`src/rtl/noc_pkt_pkg.sv`:
```
// Shared definitions for the PE-to-NoC packet format, used by both the
// packetizer (send side) and the depacketizer (receive side).
//
// Packet layout for residue width W (PW = 9 + 3*W bits):
//   [1:0]           dir        routing, ignored on receive
//   [3:2]           x-hop      routing, ignored on receive
//   [4]             y-hop      routing, ignored on receive
//   [5]             timestep
//   [8:6]           reserved, must be 000
//   [9]             outspike
//   [11:10]         node id
//   [8+2W:12]       zero fill, must be all zero
//   [8+3W:9+2W]     residue, must be zero when timestep==0
package noc_pkt_pkg;

  localparam int unsigned DIR_LSB  = 0;
  localparam int unsigned XHOP_LSB = 2;
  localparam int unsigned YHOP_BIT = 4;
  localparam int unsigned TS_BIT   = 5;
  localparam int unsigned RSV_LSB  = 6;
  localparam int unsigned RSV_W    = 3;
  localparam int unsigned SPK_BIT  = 9;
  localparam int unsigned NODE_LSB = 10;
  localparam int unsigned NODE_W   = 2;
  localparam int unsigned ZERO_LSB = 12;

  function automatic int unsigned pkt_width(input int unsigned w);
    return 9 + 3 * w;
  endfunction

  function automatic int unsigned res_lsb(input int unsigned w);
    return 9 + 2 * w;
  endfunction

  function automatic int unsigned zero_width(input int unsigned w);
    return 2 * w - 3;
  endfunction

  // Decoded fixed-width header fields; the residue is carried separately
  // because its width is a module parameter.
  typedef struct packed {
    logic              ts;
    logic              spk;
    logic [NODE_W-1:0] node;
    logic              fmt_bad;
  } pkt_hdr_t;

  typedef enum logic {
    ST_IDLE,
    ST_EMIT
  } depkt_state_e;

endpackage

```
`src/rtl/sync_fifo.sv`:
```
// Synchronous FIFO with registered pointers carrying one extra wrap bit.
// Ports:
//   clk, rst_n   clock, synchronous active-low reset (empties the FIFO)
//   push, din    write request/data; ignored while full
//   full         no free entry
//   pop          read request; ignored while empty
//   dout         head entry (valid while !empty)
//   empty        no stored entry
module sync_fifo #(
  parameter int unsigned WIDTH = 8,
  parameter int unsigned DEPTH = 2
) (
  input  logic             clk,
  input  logic             rst_n,
  input  logic             push,
  input  logic [WIDTH-1:0] din,
  output logic             full,
  input  logic             pop,
  output logic [WIDTH-1:0] dout,
  output logic             empty
);

  localparam int unsigned AW = (DEPTH > 1) ? $clog2(DEPTH) : 1;

  logic [WIDTH-1:0] mem_q [DEPTH];
  logic [AW:0]      wr_q, wr_d;
  logic [AW:0]      rd_q, rd_d;
  logic             do_push, do_pop;

  assign empty   = (wr_q == rd_q);
  assign full    = (wr_q[AW] != rd_q[AW]) && (wr_q[AW-1:0] == rd_q[AW-1:0]);
  assign do_push = push && !full;
  assign do_pop  = pop && !empty;
  assign dout    = mem_q[rd_q[AW-1:0]];

  always_comb begin
    wr_d = wr_q;
    rd_d = rd_q;
    if (do_push) wr_d = wr_q + 1'b1;
    if (do_pop)  rd_d = rd_q + 1'b1;
  end

  always_ff @(posedge clk) begin
    if (!rst_n) begin
      wr_q <= '0;
      rd_q <= '0;
    end else begin
      wr_q <= wr_d;
      rd_q <= rd_d;
    end
  end

  // Storage needs no reset; the pointers define what is valid.
  always_ff @(posedge clk) begin
    if (do_push) mem_q[wr_q[AW-1:0]] <= din;
  end

endmodule

```
`src/rtl/depacketizer.sv`:
```
// Receive side of the PE-to-NoC packet format. Buffers packets from the
// router local output in a small FIFO, checks each one, and emits its
// timestep, outspike and residue fields on independent valid/ready channels.
// Malformed or foreign-node packets are dropped and counted.
// Ports:
//   clk, rst_n            clock, synchronous active-low reset
//   in_data/valid/ready   packet input; in_ready = FIFO not full
//   ts_data/valid/ready   decoded timestep channel
//   spk_data/valid/ready  decoded outspike channel
//   res_data/valid/ready  decoded residue channel (timestep==1 packets only)
//   err_pulse             one-cycle pulse per dropped packet
//   drop_cnt              saturating dropped-packet count
module depacketizer
  import noc_pkt_pkg::*;
#(
  parameter int unsigned FILTER_WIDTH = 8,
  parameter logic [1:0]  PE_NODE      = 2'd0,
  parameter int unsigned FIFO_DEPTH   = 2,
  parameter bit          CHECK_NODE   = 1'b1,
  localparam int unsigned PW          = pkt_width(FILTER_WIDTH)
) (
  input  logic                    clk,
  input  logic                    rst_n,
  input  logic [PW-1:0]           in_data,
  input  logic                    in_valid,
  output logic                    in_ready,
  output logic                    ts_data,
  output logic                    ts_valid,
  input  logic                    ts_ready,
  output logic                    spk_data,
  output logic                    spk_valid,
  input  logic                    spk_ready,
  output logic [FILTER_WIDTH-1:0] res_data,
  output logic                    res_valid,
  input  logic                    res_ready,
  output logic                    err_pulse,
  output logic [7:0]              drop_cnt
);

  localparam int unsigned W  = FILTER_WIDTH;
  localparam int unsigned ZW = zero_width(W);
  // Routing bits below the timestep are never used, so they are not stored.
  localparam int unsigned FW = PW - TS_BIT;

  logic          fifo_full, fifo_empty, fifo_pop;
  logic [FW-1:0] head;

  sync_fifo #(
    .WIDTH (FW),
    .DEPTH (FIFO_DEPTH)
  ) u_fifo (
    .clk   (clk),
    .rst_n (rst_n),
    .push  (in_valid),
    .din   (in_data[PW-1:TS_BIT]),
    .full  (fifo_full),
    .pop   (fifo_pop),
    .dout  (head),
    .empty (fifo_empty)
  );

  assign in_ready = !fifo_full;

  // Field decode of the FIFO head (indices shifted by the dropped routing bits).
  pkt_hdr_t         hdr;
  logic [W-1:0]     head_res;
  logic [RSV_W-1:0] head_rsv;
  logic [ZW-1:0]    head_zero;
  logic             head_drop;

  always_comb begin
    head_rsv    = head[RSV_LSB-TS_BIT +: RSV_W];
    head_zero   = head[ZERO_LSB-TS_BIT +: ZW];
    head_res    = head[res_lsb(W)-TS_BIT +: W];
    hdr.ts      = head[0];
    hdr.spk     = head[SPK_BIT-TS_BIT];
    hdr.node    = head[NODE_LSB-TS_BIT +: NODE_W];
    hdr.fmt_bad = (head_rsv != '0) || (head_zero != '0) ||
                  (!hdr.ts && (head_res != '0));
    head_drop   = hdr.fmt_bad || (CHECK_NODE && (hdr.node != PE_NODE));
  end

  depkt_state_e state_q, state_d;
  logic         ts_data_q, ts_data_d, ts_valid_q, ts_valid_d;
  logic         spk_data_q, spk_data_d, spk_valid_q, spk_valid_d;
  logic [W-1:0] res_data_q, res_data_d;
  logic         res_valid_q, res_valid_d;
  logic         err_q, err_d;
  logic [7:0]   cnt_q, cnt_d;

  always_comb begin
    state_d     = state_q;
    ts_data_d   = ts_data_q;
    ts_valid_d  = ts_valid_q;
    spk_data_d  = spk_data_q;
    spk_valid_d = spk_valid_q;
    res_data_d  = res_data_q;
    res_valid_d = res_valid_q;
    err_d       = 1'b0;
    cnt_d       = cnt_q;
    fifo_pop    = 1'b0;
    unique case (state_q)
      ST_IDLE: begin
        if (!fifo_empty) begin
          fifo_pop = 1'b1;
          if (head_drop) begin
            err_d = 1'b1;
            if (cnt_q != 8'hFF) cnt_d = cnt_q + 8'd1;
          end else begin
            ts_data_d   = hdr.ts;
            spk_data_d  = hdr.spk;
            res_data_d  = head_res;
            ts_valid_d  = 1'b1;
            spk_valid_d = 1'b1;
            res_valid_d = hdr.ts;
            state_d     = ST_EMIT;
          end
        end
      end
      ST_EMIT: begin
        if (ts_valid_q && ts_ready)   ts_valid_d  = 1'b0;
        if (spk_valid_q && spk_ready) spk_valid_d = 1'b0;
        if (res_valid_q && res_ready) res_valid_d = 1'b0;
        if (!ts_valid_d && !spk_valid_d && !res_valid_d) state_d = ST_IDLE;
      end
      default: state_d = ST_IDLE;
    endcase
  end

  always_ff @(posedge clk) begin
    if (!rst_n) begin
      state_q     <= ST_IDLE;
      ts_data_q   <= 1'b0;
      ts_valid_q  <= 1'b0;
      spk_data_q  <= 1'b0;
      spk_valid_q <= 1'b0;
      res_data_q  <= '0;
      res_valid_q <= 1'b0;
      err_q       <= 1'b0;
      cnt_q       <= '0;
    end else begin
      state_q     <= state_d;
      ts_data_q   <= ts_data_d;
      ts_valid_q  <= ts_valid_d;
      spk_data_q  <= spk_data_d;
      spk_valid_q <= spk_valid_d;
      res_data_q  <= res_data_d;
      res_valid_q <= res_valid_d;
      err_q       <= err_d;
      cnt_q       <= cnt_d;
    end
  end

  assign ts_data   = ts_data_q;
  assign ts_valid  = ts_valid_q;
  assign spk_data  = spk_data_q;
  assign spk_valid = spk_valid_q;
  assign res_data  = res_data_q;
  assign res_valid = res_valid_q;
  assign err_pulse = err_q;
  assign drop_cnt  = cnt_q;

endmodule

```
`config.mk`:
```
export PLATFORM = sky130hd
export DESIGN_NAME = depacketizer
export DESIGN_NICKNAME = d
export VERILOG_FILES = /design/src/rtl/noc_pkt_pkg.sv /design/src/rtl/sync_fifo.sv /design/src/rtl/depacketizer.sv
export SDC_FILE = /design/constraint.sdc
export NUM_CORES = 1
export LEC_CHECK = 0
export CAP_MARGIN = 20
export CORE_ASPECT_RATIO = 0.9
export CORE_UTILIZATION = 55
export DETAILED_ROUTE_END_ITERATION = 8
export MAX_ROUTING_LAYER = met4
export PLACE_DENSITY = 0.87
export SLEW_MARGIN = 20
export SYNTH_ARGS = -nofsm -noshare
export SYNTH_HDL_FRONTEND = slang
export SYNTH_SLANG_ARGS = --single-unit
```
`constraint.sdc`:
```
create_clock -name clk -period 5.9 [get_ports clk]
set_input_delay 0.59 -clock clk [delete_from_list [all_inputs] [get_ports clk]]
set_output_delay 0.59 -clock clk [all_outputs]
set_load 0.05 [all_outputs]
```
After elaboration in Yosys (flattened, before gate mapping). Memory sizes are Yosys's and may differ from the RTL's. A register that Yosys moved wholly into a read port is not among the register bits. Index checks and enable logic that the tools add are counted.

Register bits after elaboration: 27. Bits in writable memories: 56. Input bits: 39. Output and inout port bits: 23. Logic and storage cells: 75. Memories kept: 1.

Memories: u_fifo.mem_q (words 2, width 28, read ports 1, clocked after memory_dff 1, write ports 1, line sync_fifo.sv:25) `logic [WIDTH-1:0] mem_q [DEPTH];`.

Add/subtract/negate cells: 3. Equality and inequality tests: 6. Mux-type cells: 24. Bitwise gates (word level): 4. Reduce and logical (&&, ||, !) cells: 26.

Operators by type and width (count): $mux W1 (20); $reduce_bool A13 Y1 (1); $logic_and A1 B1 Y1 (9); $add A8 B1 Y8 const B (1); $ne A8 B8 Y1 const B (1); $pmux W1 S2 (4); $reduce_bool A8 Y1 (1); $logic_not A1 Y1 (6); $add A2 B1 Y2 const B (2); $ne A2 B2 Y1 const B (2); $not A1 Y1 (4); $reduce_and A4 Y1 (1); $logic_or A1 B1 Y1 (3); $reduce_and A3 Y1 (1); $reduce_bool A3 Y1 (1); $reduce_or A3 Y1 (1); $eq A2 B2 Y1 (1); $reduce_and A2 Y1 (1); $reduce_bool A2 Y1 (1); $eq A1 B1 Y1 (1); $ne A1 B1 Y1 (1).

Logic depth before layout (Yosys ltp). Gate-level depths: netlist (run 1).

Depth in word-level cells: 8. Mapped depth: 7. Depth with buffers taken out: 6.

Hierarchy. From an unflattened synthesis (run 1), not the netlist that was laid out.

Cell total of the unflattened synthesis: 232. Area total of the unflattened synthesis: 3326.9 um^2.

By module, submodules not included: sync_fifo (instances 1, cells an instance 119, area an instance 2280.9 um^2, seq. area each 1781.7 um^2); depacketizer (instances 1, cells an instance 113, area an instance 1046.0 um^2, seq. area each 460.4 um^2).

Worst setup path after synthesis (run 1). OpenSTA, ideal clock, no wires.

Kind: flip-flop to flip-flop. Start: reg u_fifo.wr_q[1]. End: mem u_fifo.mem_q[0][0] (netlist bit), enable pin. Setup time: 0.414 ns. Data arrival time: 2.443 ns. Required time: 5.486 ns. Slack: 3.043 ns. Stages on the path, launching flop included: 5. Path buffers: 0. Period minus slack after synthesis: 2.857 ns. Path through: dfxtp_1 -> xnor2_1 -> nand2b_1 -> nand2_1 -> nor2_1.

Longest elaborated chain between the ends: 6.

RTL lines: start: declaration (line sync_fifo.sv:26) `logic [AW:0] wr_q, wr_d;`; start signal: assignment (line sync_fifo.sv:48) `wr_q <= wr_d;`; $ne A1 B1 Y1 (line sync_fifo.sv:31) `assign full = (wr_q[AW] != rd_q[AW]) && (wr_q[AW-1:0] == rd_q[AW-1:0]);`; $logic_and A1 B1 Y1 (line sync_fifo.sv:31); $logic_not A1 Y1; named net in_ready (line depacketizer.sv:26) `output logic in_ready,`; $logic_and A1 B1 Y1 (line sync_fifo.sv:32) `assign do_push = push && !full;`; $mux W1 (line sync_fifo.sv:55) `if (do_push) mem_q[wr_q[AW-1:0]] <= din;`; $mux W1 (implied by the code) (line sync_fifo.sv:55); end: declaration (line sync_fifo.sv:25).

The timed path passes the listed nets, and every way through them passes these cells.

Worst setup path after layout (run 1).
Start: reg u_fifo.wr_q[1]. End: out in_ready.

Longest elaborated chain between the ends: 3.

RTL lines: $ne A1 B1 Y1 (line sync_fifo.sv:31); $logic_and A1 B1 Y1 (line sync_fifo.sv:31); $logic_not A1 Y1 (line depacketizer.sv:62) `assign in_ready = !fifo_full;`; end: declaration (line depacketizer.sv:26).

Every way passes these cells.

==> results.ini, run 1 <==
[place]
portBuffers=56
dp_cells=353
placed_cell_area_um2=3850
place_ws_ns=3.55
gp_congestion=0.782
dpl.hpwl_um=4050

[critical_path]
arrival_ns=1.99
crit_start=u_fifo.wr_q[1]
timing.critical_path.from_type=register
cp.required_ns=5.31
cp_num_buf_inv=1
worstPathCellList=xnor2_1 > nand2b_1 > clkdlybuf4s50_1
crit_fanout=3
cpMaxStageDelayCell=clkdlybuf4s50_1
max_stage_delay_ns=0.82
endpoint_kind=output port
crit_type=register to output port
critPathTopFamily=buffers and inverters

[timing]
max_freq_mhz=388
hold_violations=0
min_period_over_period=0.437
maxSlewHeadroom=0.556
fin_skew_ns=0.00986
maxSlewViolCount=0
fin_setup_tns_ns=0
min_period_ns=2.58
setup_viol=0
holdWs_ns=0.471
worst_pin_slew_ns=0.664
setup_slack_ns=3.32
rsz0062_at_grt=false

[finish]
fin_cells=369
fin_area_um2=4020
syn_to_final_growth_pct=25.2
n_antenna_cell=0
fin_util=0.711
layout.nets=334
drive_gt1_frac=0.124
fillerInstances=395

[grt]
grt_pass1_wl_um=9250
grt_pass1_vias=2012
grt_max_degree=43
antenna_found_initial=0
grt-ovfl-total=0
globalRouteTotalUtil=0.218

[routing]
vias=2031
vias_per_cell=5.50
drt_iter0_drc=154
drc=0
ant_nets=0
drtPass1Iterations=5
routedWlPerCell_um=16.0
totalWireLength_um=5900

[synthesis]
yosysMostFrequentCell=edfxtp_1
synth-edff-count=56
ys.flop_type=edfxtp_1
yosys_warnings=0
synthTopCellsByArea=edfxtp_1, dfxtp_1, mux2_2, nand2_1, nand3_1
async_flop_share=0
synth_area_leader_cell=edfxtp_1
syn-cell-area_um2=3210
yosysTopAreaCellShare=0.524
synth.top_cells.by_count=edfxtp_1, dfxtp_1, nand2_1
syn-instance-count=231
synth_seq_area_share=0.698
ys_ff_latch=84
synth_nets=271
syn_avg_cell_area_um2=13.9
synth_cell_types=47

[cts]
h-tree-depth=3
postCtsResizedCells=0
cts.path.max_buffers=2
cts_setup_buffers=0
cts_tree=yes
cts_buffers=9
clk_latency_ns=0.35
clock-sinks=84
cts-root-buf=clkbuf_8
hold_buffers=0
clk_pin_slew_worst_paths_ns=0.08

[floorplanning]
die_x_um=82.6
rows=26
io_pins=62
core-area_um2=5660
die_area_um2=6150
start_util=0.567
die_h_um=74.5

[hold_path]
hp-class=register to register
hp-start=res_data[5]

[pwr]
vdd_drop_max_uv=239
p_total_mw=1.41
power.leakage_nw=1.32
power.density_nw_per_um2=352

[outcome]
status=finished clean

[run]
maxCapViolations=0

## routing by layer
layer,part of all wire,track usage,vias up
li1,-,-,995
met1,0.43,0.251,955
met2,0.50,0.358,68
met3,0.052,0.0675,13
met4,0.018,0.0805,0
met5,0,-,-
## sequential cells by signal, summed over array words and instances, names as in the netlist, named ones only
register      flops
res_data          8
ts_valid          1
res_valid         1
spk_data          1
drop_cnt          8
ts_data           1
err_pulse         1
state_q           1
u_fifo.mem_q     56
u_fifo.wr_q       2
u_fifo.rd_q       2
spk_valid         1
## layout by cell type, fill, tap and decap left out, types with 2 or more instances in the layout
cell,count
mux2i_1,3
clkdlybuf4s50_1,56
a21boi_1,5
o2bb2ai_1,2
dfxtp_1,28
clkbuf_8,10
and2_1,5
o21bai_1,2
o21a_1,2
buf_4,4
nor2_2,2
nor3_1,2
clkinv_2,2
nand2_1,26
or4_1,2
nor2b_1,2
xnor2_1,4
nand3_1,14
o21ai_0,3
nor4_1,9
o21ai_1,10
nand2b_1,3
clkbuf_1,2
nor4_2,2
nor2_1,4
mux2_2,9
edfxtp_1,56
inv_1,3
nand4_1,4
and3_1,3
## path summary, 6_finish.rpt
kind | endpoint | slack (ns) | cells past startpoint
max | in_ready | 3.32 | 3
min | res_data[5] | 0.47 | 2
max reg2reg | drop_cnt[7] | 3.54 | 6
min reg2reg | res_data[5] | 0.47 | 2
## power breakdown
group / switching [mW] / internal (mW)
registers: 0.0503 / 0.718
clock network: 0.187 / 0.164
logic: 0.171 / 0.124
## area by class of cell
class / instances / area (um2) / area share
Inverter: 3 / 11.3 / 0.00280
Tap cell: 70 / 87.6 / 0.0218
Multi-Input combinational cell: 136 / 920 / 0.229
Timing Repair Buffer: 60 / 591 / 0.147
Sequential cell: 84 / 2240 / 0.557
Clock inverter: 4 / 26.3 / 0.00653
Clock buffer: 12 / 145 / 0.0361
## cell families after synthesis
kind of cell | after synthesis | share of synthesized area
simple gates | 84 | 0.143
compound gates | 33 | 0.0795
fa+ha+maj | 1 | 0.00389
xor+xnor | 5 | 0.0136
buf+inv | 11 | 0.0164
flops | 84 | 0.698
mux | 13 | 0.0452
## worst register-to-register path, delay by kind of cell (launching register included)
family | cells | cell delay [ns]
simple gates | 4 | 1.05
compound gates | 2 | 0.45
flops | 1 | 0.75
Power figures use the tool's default switching activity.
==> inputs of run 2 (changes only) <==
--- a/config.mk
+++ b/config.mk
@@ -7,10 +7,10 @@
 export LEC_CHECK = 0
 export CAP_MARGIN = 20
 export CORE_ASPECT_RATIO = 0.9
-export CORE_UTILIZATION = 55
+export CORE_UTILIZATION = 51
 export DETAILED_ROUTE_END_ITERATION = 8
 export MAX_ROUTING_LAYER = met4
-export PLACE_DENSITY = 0.87
+export PLACE_DENSITY = 0.82
 export SLEW_MARGIN = 20
 export SYNTH_ARGS = -nofsm -noshare
 export SYNTH_HDL_FRONTEND = slang
==> constraint.sdc (replaced) <==
create_clock -name clk -period 2.45 [get_ports clk]
set_input_delay 0.245 -clock clk [delete_from_list [all_inputs] [get_ports clk]]
set_output_delay 0.245 -clock clk [all_outputs]
set_load 0.05 [all_outputs]
==> results.ini, run 2 (synthesis gave the netlist of run 1 again) <==
[outcome]
status=finished clean

[cts]
cts_tree=yes
hold_buffers=0
cts_setup_buffers=0
clk_latency_ns=0.35
clk_pin_slew_worst_paths_ns=0.08
cts.path.max_buffers=2
clock-sinks=84
h-tree-depth=3
postCtsResizedCells=0
cts-root-buf=clkbuf_8
cts_buffers=9

[finish]
syn_to_final_growth_pct=27.1
layout_common_cells=clkdlybuf4s50_1, edfxtp_1, dfxtp_1
fin_area_um2=4080
largest_reg_flops=56
drive_gt1_frac=0.130
layout.nets=336
fin_cells=388
fillerInstances=435
n_antenna_cell=0

[grt]
grt_pass1_wl_um=9250
grt-ovfl-total=0
antenna_found_initial=0
grt_max_degree=43
grt_pass1_vias=1937
globalRouteTotalUtil=0.197

[timing]
holdWs_ns=0.464
maxSlewViolCount=0
rsz0062_at_grt=false
min_period_ns=2.23
setup_viol=0
fin_skew_ns=0.00983
hold_violations=0
maxSlewHeadroom=0.619
max_freq_mhz=448
worst_pin_slew_ns=0.567
min_period_over_period=0.911
fin_setup_tns_ns=0

[floorplanning]
die_h_um=77.3
io_pins=62
rows=27
die_area_um2=6620
core-area_um2=6110
start_util=0.525
die_x_um=85.7

[critical_path]
cp.required_ns=2.20
timing.critical_path.from_type=register
crit_type=register to output port
crit_start=u_fifo.wr_q[1]
r2r-start=u_fifo.mem_q[1][14]
arrival_ns=1.99
endpoint_kind=output port
crit_fanout=3

[pwr]
power.density_nw_per_um2=857
power.leakage_nw=1.34
vdd_drop_max_uv=498
p_total_mw=3.50

[routing]
vias=1978
drt_iter0_drc=91
routedWlPerCell_um=14.5
totalWireLength_um=5630
drtPass1Iterations=4
vias_per_cell=5.10
drc=0
ant_nets=0

[place]
placed_cell_area_um2=3890
gp_congestion=0.768
dpl.hpwl_um=3980
portBuffers=56
dp_cells=372

[run]
maxCapViolations=0

[hold_path]
hp-start=res_data[7]
hp-class=register to register

[run 2: final timing paths]
kind | endpoint | slack (ns) | depth (start not counted)
worst max register to register | drop_cnt[3] | 0.31 | 6
worst max-delay path | in_ready | 0.22 | 3
worst min-delay path | res_data[7] | 0.46 | 2
worst min register to register | res_data[7] | 0.46 | 2
[run 2: stage by stage]
step	setup WS (ns)	utilization
finish	0.219	0.667
detailed placement	0.351	0.636
floorplan	0.0494	-
global placement	0.374	0.636
CTS	0.194	0.667
global route	0.123	0.667
[run 2: layout make-up]
cell class	instances	area, um2	share of cell area
clock buffers	11	131	0.0322
clock inverters	5	62.6	0.0153
multi-input cells	136	920	0.225
inverters	3	11.3	0.00276
well taps	87	109	0.0267
flip-flops and latches	84	2240	0.549
repair buffers	62	606	0.148
[run 2: worst max-delay path, stage by stage (launching register included)]
cell,delay (ns)
dfxtp_1,0.34
xnor2_1,0.28
nand2b_1,0.20
clkdlybuf4s50_1,0.82
[run 2: power breakdown]
part	leakage (nW)	internal (mW)	switching, mW
logic	0.497	0.310	0.425
clock network	0.0897	0.475	0.464
registers	0.750	1.73	0.0959
total	1.34	2.51	0.984
[run 2: metal layers]
metal,share of wire,routed length (um),up-vias,global-route usage
met4,0.013,71,0,0.0700
met5,0,0,-,-
met1,0.44,2500,920,0.228
li1,-,-,1002,-
met2,0.49,2780,52,0.314
met3,0.049,278,4,0.0775
==> inputs of run 3 (changes only) <==
--- a/config.mk
+++ b/config.mk
@@ -9,6 +9,7 @@
 export CORE_ASPECT_RATIO = 0.9
 export CORE_UTILIZATION = 51
 export DETAILED_ROUTE_END_ITERATION = 8
+export GPL_ROUTABILITY_DRIVEN = 0
 export MAX_ROUTING_LAYER = met4
 export PLACE_DENSITY = 0.82
 export SLEW_MARGIN = 20
==> results of run 3 <==
Same layout as run 2: the final DEF is identical, and so are final timing and power.
